[src/rtl/trsq8_alu_pkg.sv]
// Shared definitions for the multi-byte ALU sequencer and its 8-bit core ALU:
// opcode encodings, sequencer FSM states and small carry-chain helpers.
package trsq8_alu_pkg;

   localparam logic [4:0] ALU_ADD   = 5'd0;
   localparam logic [4:0] ALU_SUB   = 5'd1;
   localparam logic [4:0] ALU_AND   = 5'd2;
   localparam logic [4:0] ALU_OR    = 5'd3;
   localparam logic [4:0] ALU_NOT   = 5'd4;
   localparam logic [4:0] ALU_XOR   = 5'd5;
   localparam logic [4:0] ALU_BS    = 5'd6;
   localparam logic [4:0] ALU_BC    = 5'd7;
   localparam logic [4:0] ALU_PASSA = 5'd8;
   localparam logic [4:0] ALU_PASSB = 5'd9;

   typedef enum logic [1:0] {
      ST_IDLE = 2'd0,
      ST_RUN  = 2'd1,
      ST_DONE = 2'd2
   } state_t;

   // Chain seed at accept: SUB runs as A + ~B + ~borrow_in, so the borrow is inverted.
   function automatic logic chain_seed(input logic [4:0] sel, input logic cf_in);
      logic seed;
      seed = 1'b0;
      if (sel == ALU_ADD)
         seed = cf_in;
      else if (sel == ALU_SUB)
         seed = ~cf_in;
      return seed;
   endfunction

   // Flag reported at the end of an op: the final carry of A + ~B is the inverse of the borrow.
   function automatic logic chain_result(input logic [4:0] sel, input logic chain);
      logic cf;
      cf = 1'b0;
      if (sel == ALU_ADD)
         cf = chain;
      else if (sel == ALU_SUB)
         cf = ~chain;
      return cf;
   endfunction

endpackage

[src/rtl/alu_mb_seq_alu.sv]
// Core 8-bit combinational ALU. BS/BC treat B as a bit mask (set / clear the
// bits of A selected by B), so they compose byte-by-byte into wide operations.
// Illegal opcodes produce zero with carry cleared.
module alu_mb_seq_alu
   import trsq8_alu_pkg::*;
(
   input  logic [7:0] i_a,
   input  logic [7:0] i_b,
   input  logic [4:0] i_sel,
   input  logic       i_cf,
   output logic [7:0] o_o,
   output logic       o_cf,
   output logic       o_zf
);

   logic [8:0] w_sum;
   logic [8:0] w_diff;

   // Byte-wide arithmetic with carry-in; SUB reports borrow in bit 8.
   always_comb begin
      w_sum  = {1'b0, i_a} + {1'b0, i_b} + {8'd0, i_cf};
      w_diff = {1'b0, i_a} - {1'b0, i_b} - {8'd0, i_cf};
   end

   // Opcode decode; carry only meaningful for ADD/SUB.
   always_comb begin
      o_o  = 8'd0;
      o_cf = 1'b0;
      case (i_sel)
         ALU_ADD: begin
            o_o  = w_sum[7:0];
            o_cf = w_sum[8];
         end
         ALU_SUB: begin
            o_o  = w_diff[7:0];
            o_cf = w_diff[8];
         end
         ALU_AND:   o_o = i_a & i_b;
         ALU_OR:    o_o = i_a | i_b;
         ALU_NOT:   o_o = ~i_a;
         ALU_XOR:   o_o = i_a ^ i_b;
         ALU_BS:    o_o = i_a | i_b;
         ALU_BC:    o_o = i_a & ~i_b;
         ALU_PASSA: o_o = i_a;
         ALU_PASSB: o_o = i_b;
         default: begin
            o_o  = 8'd0;
            o_cf = 1'b0;
         end
      endcase
      o_zf = (o_o == 8'd0);
   end

endmodule

[src/rtl/alu_mb_seq.sv]
// Multi-byte ALU sequencer: accepts one wide op over valid/ready, runs it
// LSB byte first through a single 8-bit ALU (one byte per clock), chains the
// carry/borrow, accumulates the zero flag and returns the result over
// valid/ready. Output result/flags hold until the next op completes.
module alu_mb_seq
   import trsq8_alu_pkg::*;
#(
   parameter int NBYTES = 4
) (
   input  logic                  CLK_ip,
   input  logic                  RST_ip,
   input  logic                  REQ_VALID_ip,
   output logic                  REQ_READY_op,
   input  logic [4:0]            SEL_ip,
   input  logic [8*NBYTES-1:0]   A_ip,
   input  logic [8*NBYTES-1:0]   B_ip,
   input  logic                  CF_ip,
   output logic                  RES_VALID_op,
   input  logic                  RES_READY_ip,
   output logic [8*NBYTES-1:0]   O_op,
   output logic                  CF_op,
   output logic                  ZF_op,
   output logic                  BUSY_op
);

   localparam int W     = 8 * NBYTES;
   localparam int IDX_W = $clog2(NBYTES) + 1;
   localparam logic [IDX_W-1:0] LAST_IDX = IDX_W'(NBYTES - 1);

   // Control state
   state_t           r_state;
   logic             r_req_ready;
   logic             r_res_valid;
   logic             r_busy;
   logic [IDX_W-1:0] r_idx;

   // Latched operation and working registers
   logic [4:0]       r_sel;
   logic [W-1:0]     r_a;
   logic [W-1:0]     r_b;
   logic [W-1:0]     r_acc;
   logic             r_chain;
   logic             r_zf_acc;

   // Presented result
   logic [W-1:0]     r_o;
   logic             r_cf;
   logic             r_zf;

   // Byte lane and ALU hookup
   logic [7:0]       w_a_byte;
   logic [7:0]       w_b_byte;
   logic [7:0]       w_alu_b;
   logic [4:0]       w_alu_sel;
   logic             w_alu_ci;
   logic             w_is_arith;
   logic [7:0]       w_alu_o;
   logic             w_alu_cf;
   logic             w_alu_zf;
   logic [W-1:0]     w_acc_next;
   logic             w_accept;

   assign w_accept = (r_state == ST_IDLE) && REQ_VALID_ip;

   // Select the operand bytes for the current byte index.
   always_comb begin
      w_a_byte = 8'd0;
      w_b_byte = 8'd0;
      for (int k = 0; k < NBYTES; k++) begin
         if (r_idx == IDX_W'(k)) begin
            w_a_byte = r_a[8*k +: 8];
            w_b_byte = r_b[8*k +: 8];
         end
      end
   end

   // SUB is executed as ADD of the inverted B byte; logic ops get no carry.
   always_comb begin
      w_is_arith = (r_sel == ALU_ADD) || (r_sel == ALU_SUB);
      w_alu_sel  = w_is_arith ? ALU_ADD : r_sel;
      w_alu_b    = (r_sel == ALU_SUB) ? ~w_b_byte : w_b_byte;
      w_alu_ci   = w_is_arith ? r_chain : 1'b0;
   end

   alu_mb_seq_alu u_alu (
      .i_a   (w_a_byte),
      .i_b   (w_alu_b),
      .i_sel (w_alu_sel),
      .i_cf  (w_alu_ci),
      .o_o   (w_alu_o),
      .o_cf  (w_alu_cf),
      .o_zf  (w_alu_zf)
   );

   // Merge the current ALU byte into the working result.
   always_comb begin
      w_acc_next = r_acc;
      for (int k = 0; k < NBYTES; k++) begin
         if (r_idx == IDX_W'(k))
            w_acc_next[8*k +: 8] = w_alu_o;
      end
   end

   // Sequencer FSM: IDLE -> RUN (NBYTES cycles) -> DONE -> IDLE on result accept.
   always_ff @(posedge CLK_ip) begin
      if (RST_ip) begin
         r_state     <= ST_IDLE;
         r_req_ready <= 1'b1;
         r_res_valid <= 1'b0;
         r_busy      <= 1'b0;
         r_idx       <= '0;
         r_o         <= '0;
         r_cf        <= 1'b0;
         r_zf        <= 1'b0;
      end else begin
         case (r_state)
            ST_IDLE: begin
               if (REQ_VALID_ip) begin
                  r_state     <= ST_RUN;
                  r_req_ready <= 1'b0;
                  r_busy      <= 1'b1;
                  r_idx       <= '0;
               end
            end
            ST_RUN: begin
               r_idx <= r_idx + 1'b1;
               if (r_idx == LAST_IDX) begin
                  r_state     <= ST_DONE;
                  r_res_valid <= 1'b1;
                  r_o         <= w_acc_next;
                  r_cf        <= chain_result(r_sel, w_alu_cf);
                  r_zf        <= r_zf_acc & w_alu_zf;
               end
            end
            ST_DONE: begin
               if (RES_READY_ip) begin
                  r_state     <= ST_IDLE;
                  r_res_valid <= 1'b0;
                  r_req_ready <= 1'b1;
                  r_busy      <= 1'b0;
               end
            end
            default: begin
               r_state     <= ST_IDLE;
               r_req_ready <= 1'b1;
               r_res_valid <= 1'b0;
               r_busy      <= 1'b0;
            end
         endcase
      end
   end

   // Datapath: latch the op on accept, then accumulate one byte per RUN cycle.
   always_ff @(posedge CLK_ip) begin
      if (w_accept) begin
         r_a      <= A_ip;
         r_b      <= B_ip;
         r_sel    <= SEL_ip;
         r_chain  <= chain_seed(SEL_ip, CF_ip);
         r_zf_acc <= 1'b1;
         r_acc    <= '0;
      end else if (r_state == ST_RUN) begin
         r_acc    <= w_acc_next;
         r_chain  <= w_alu_cf;
         r_zf_acc <= r_zf_acc & w_alu_zf;
      end
   end

   assign REQ_READY_op = r_req_ready;
   assign RES_VALID_op = r_res_valid;
   assign BUSY_op      = r_busy;
   assign O_op         = r_o;
   assign CF_op        = r_cf;
   assign ZF_op        = r_zf;

endmodule
[config.mk]
export PLATFORM = sky130hd
export DESIGN_NAME = alu_mb_seq
export DESIGN_NICKNAME = d
export VERILOG_FILES = /design/src/rtl/trsq8_alu_pkg.sv /design/src/rtl/alu_mb_seq_alu.sv /design/src/rtl/alu_mb_seq.sv
export SDC_FILE = /design/constraint.sdc
export NUM_CORES = 1
export LEC_CHECK = 0
export CORE_AREA = 3 3 125 127
export DETAILED_ROUTE_END_ITERATION = 6
export DIE_AREA = 0 0 128 130
export PLACE_DENSITY_LB_ADDON = 0.12
export SLEW_MARGIN = 5
export SYNTH_ARGS = -nofsm -noshare
export SYNTH_HDL_FRONTEND = slang
export SYNTH_HIERARCHICAL = 1
export SYNTH_SLANG_ARGS = --single-unit
[constraint.sdc]
create_clock -name CLK_ip -period 4.85 [get_ports CLK_ip]
set_input_delay 0.97 -clock CLK_ip [delete_from_list [all_inputs] [get_ports CLK_ip]]
set_output_delay 0.97 -clock CLK_ip [all_outputs]
set_load 0.1 [all_outputs]
==> impl_metrics.json, run 1 <==
{
  "start_util_pct": 49.8,
  "cap_violations": 0,
  "mappedNetlistNets": 794,
  "cts_buffer_depth": 2,
  "place_congestion": 0.975,
  "cts_root_buf": "clkbuf_16",
  "dpl.hpwl_um": 14100,
  "cp.required_ns": 5.18,
  "drt_first_pass_iters": 5,
  "grt_pass1_wl_um": 29300,
  "overflow": 0,
  "crit_slowest_cell": "fa_1",
  "nNetsFinal": 906,
  "grt_max_degree": 59,
  "avgViaCountPerCell": 5.66,
  "wl_per_cell_um": 19.0,
  "fp.coreArea_sq_um": 14500,
  "diodes": 0,
  "max_freq_ghz": 0.223,
  "cts_setup_buffers": 0,
  "fin_crit_ns": 4.49,
  "timing.final.ws_setup_ns": 0.356,
  "syn_area_per_cell_sq_um": 10.6,
  "vdd_ir_drop_max_mv": 0.312,
  "synth_top_cell_area_share_pct": 29.1,
  "wl_um": 18800,
  "vias": 5613,
  "power_mw": 3.33,
  "endpoint_kind": "register",
  "synthArstFlopShare_pct": 0,
  "syn_to_final_growth_pct": 26.3,
  "ys_seq_elements": 137,
  "min_path_type": "reg -> reg",
  "whs_ns": 0.454,
  "die_h_um": 130,
  "final_util_pct": 62.9,
  "leakagePower_nw": 3.45,
  "synth_area_leader_cell": "edfxtp_1",
  "synth_area_leaders": "edfxtp_1, dfxtp_1, ha_1",
  "row_count": 44,
  "instances_no_fill": 991,
  "path_clk_slew_ns": 0.06,
  "worst_pin_slew_ns": 1.08,
  "grtUsageTotal_pct": 23.0,
  "ys_seq_area_share_pct": 47.6,
  "cpPeakStageDelay_ns": 0.61,
  "yosysUniqueCellTypes": 67,
  "dieArea_sq_um": 16600,
  "fin_worst_skew_ns": 0.00864,
  "final_area_sq_um": 9140,
  "netlist_instances": 682,
  "period_share_pct": 92.7,
  "power_density_nw_per_um2": 365,
  "drc": 0,
  "synth_ff_type": "edfxtp_1",
  "cpMostUsedCell": "inv_1",
  "final_common_cell": "clkdlybuf4s50_1",
  "clock_latency_ns": 0.42,
  "place_ws_ns": 0.325,
  "layout-drive-gt1-share_pct": 12.5,
  "rsz0062_at_grt": "no",
  "worstSetupStartpointType": "register",
  "path_max_fanout": 18,
  "drtAntennaViolNets": 0,
  "cts_buffers": 17,
  "worst-setup-path-type": "reg -> reg",
  "final_cell_mix": "clkdlybuf4s50_1, edfxtp_1, dfxtp_1, nand2_1, nor2_1",
  "post_dp_cell_area_sq_um": 8540,
  "antenna_found_initial": 0,
  "slew_viol_final": 0,
  "status": "completed",
  "ys_warn_count": 6,
  "hold_violations": 0,
  "crit_chain": "inv_1, ha_1, buf_4, a21oi_1, o21ai_0, a32o_1, fa_1, inv_1, ha_1, o21a_1, o21ai_0, nand2_1, a21o_1, xor2_1, a21boi_0, buf_4, inv_1, mux2i_1, a211oi_1",
  "synth_edf_count": 70,
  "htree_levels": 4,
  "netlist_area_sq_um": 7230,
  "die_x_um": 128,
  "numPlacedInstances": 959,
  "setup-violations-final": 0,
  "cp.arrival_ns": 4.83,
  "grt_pass1_vias": 5404,
  "fillers": 1195,
  "port_buffers": 110,
  "cts_tree": "yes",
  "design.portCount": 111,
  "drt_iter0_drc": 416,
  "cts.sinks": 137,
  "slew-limit-headroom_pct": 27.7,
  "tns_ns": 0
}
==> kinds of logic after synthesis <==
kind of cell             share of synthesized area [%]
AND/OR/NAND/NOR                                   15.3
buffers and inverters                             5.62
adder cells (fa/ha/maj)                           6.99
multiplexers                                      4.46
AO/OA/AOI/OAI                                     17.6
XOR/XNOR                                          2.42
flip-flops                                        47.6
==> critical path: cells and delay by family (launching register included) <==
family	cells	cell delay, ns
multiplexers	1	0.13
adder cells (fa/ha/maj)	3	1.12
AO/OA/AOI/OAI	8	1.67
flip-flops	1	0.41
XOR/XNOR	1	0.14
AND/OR/NAND/NOR	1	0.11
buffers and inverters	5	0.83
==> where the power goes <==
group          internal, mW  switching, mW  total, mW
clock network         0.763          0.502       1.26
logic                 0.332          0.435      0.767
registers              1.28         0.0237       1.30
total                  2.37          0.961       3.33
==> final cells by class <==
type / instances / area [sq um] / share of cell area (%)
Clock buffer: 19 / 433 / 4.74
Multi-Input combinational cell: 463 / 3420 / 37.4
Inverter: 35 / 131 / 1.44
Tap cell: 184 / 230 / 2.52
Timing Repair Buffer: 140 / 1340 / 14.7
Sequential cell: 137 / 3440 / 37.7
Clock inverter: 13 / 145 / 1.59
==> routing by layer <==
| layer | track usage, % | vias to the layer above | share of wire, % |
|---|---|---|---|
| met4 | 6.87 | 0 | 1.7 |
| met1 | 31.3 | 2691 | 46 |
| li1 | - | 2708 | - |
| met3 | 6.06 | 25 | 6.4 |
| met5 | 0 | - | 0 |
| met2 | 36.3 | 189 | 46 |
==> flip-flops by register name, indices dropped and copies added, names as in the netlist <==
signal and cells:
r_idx 3, r_state 2, r_b 32, r_a 32, r_acc 24, BUSY_op 1
r_chain 1, O_op 32, CF_op 1, r_zf_acc 1, RES_VALID_op 1, r_sel 5
REQ_READY_op 1, ZF_op 1
==> worst paths after layout <==
path,from,to,slack [ns],cells past startpoint
worst max-delay path,r_idx[0],O_op[13],0.36,19
worst min-delay path,O_op[24],O_op[24],0.45,2
worst max register to register,r_idx[0],O_op[13],0.36,19
worst min register to register,O_op[24],O_op[24],0.45,2
==> Yosys cell counts (4+ instances only) <==
master and instances:
edfxtp_1 70, dfxtp_1 67, nand2_1 51, nor2_1 41, a21oi_1 36, ha_1 34
inv_1 34, mux2i_1 30, a22o_1 24, nand2b_1 24, o21ai_0 24, a211oi_1 19
clkbuf_1 15, buf_2 12, a211oi_2 11, a22oi_1 11, nand3b_1 10, xnor2_1 10
xor2_1 10, a31oi_1 9, nand3_1 9, a32o_1 8, buf_6 8, nor2b_1 7
nor3_1 7, nor4_1 7, a21o_1 6, and3_1 6, buf_4 6, nor3b_1 6
buf_1 5, a32oi_1 4, and2_1 4, fa_1 4, nand2_2 4, nand4_1 4
or3_1 4
==> repair_timing <==
item / in CTS / in global routing
hold buffers: 0 / 0
endpoints found under the setup margin: 0 / 4
resized for setup: 0 / 6
Note: power is estimated with default switching activity, not from simulation.
==> run 2: changes to the inputs <==
Settings changed: GPL_ROUTABILITY_DRIVEN from default to 1.
==> results of run 2 <==
The final DEF is identical to that of run 1; final timing and power are the same.
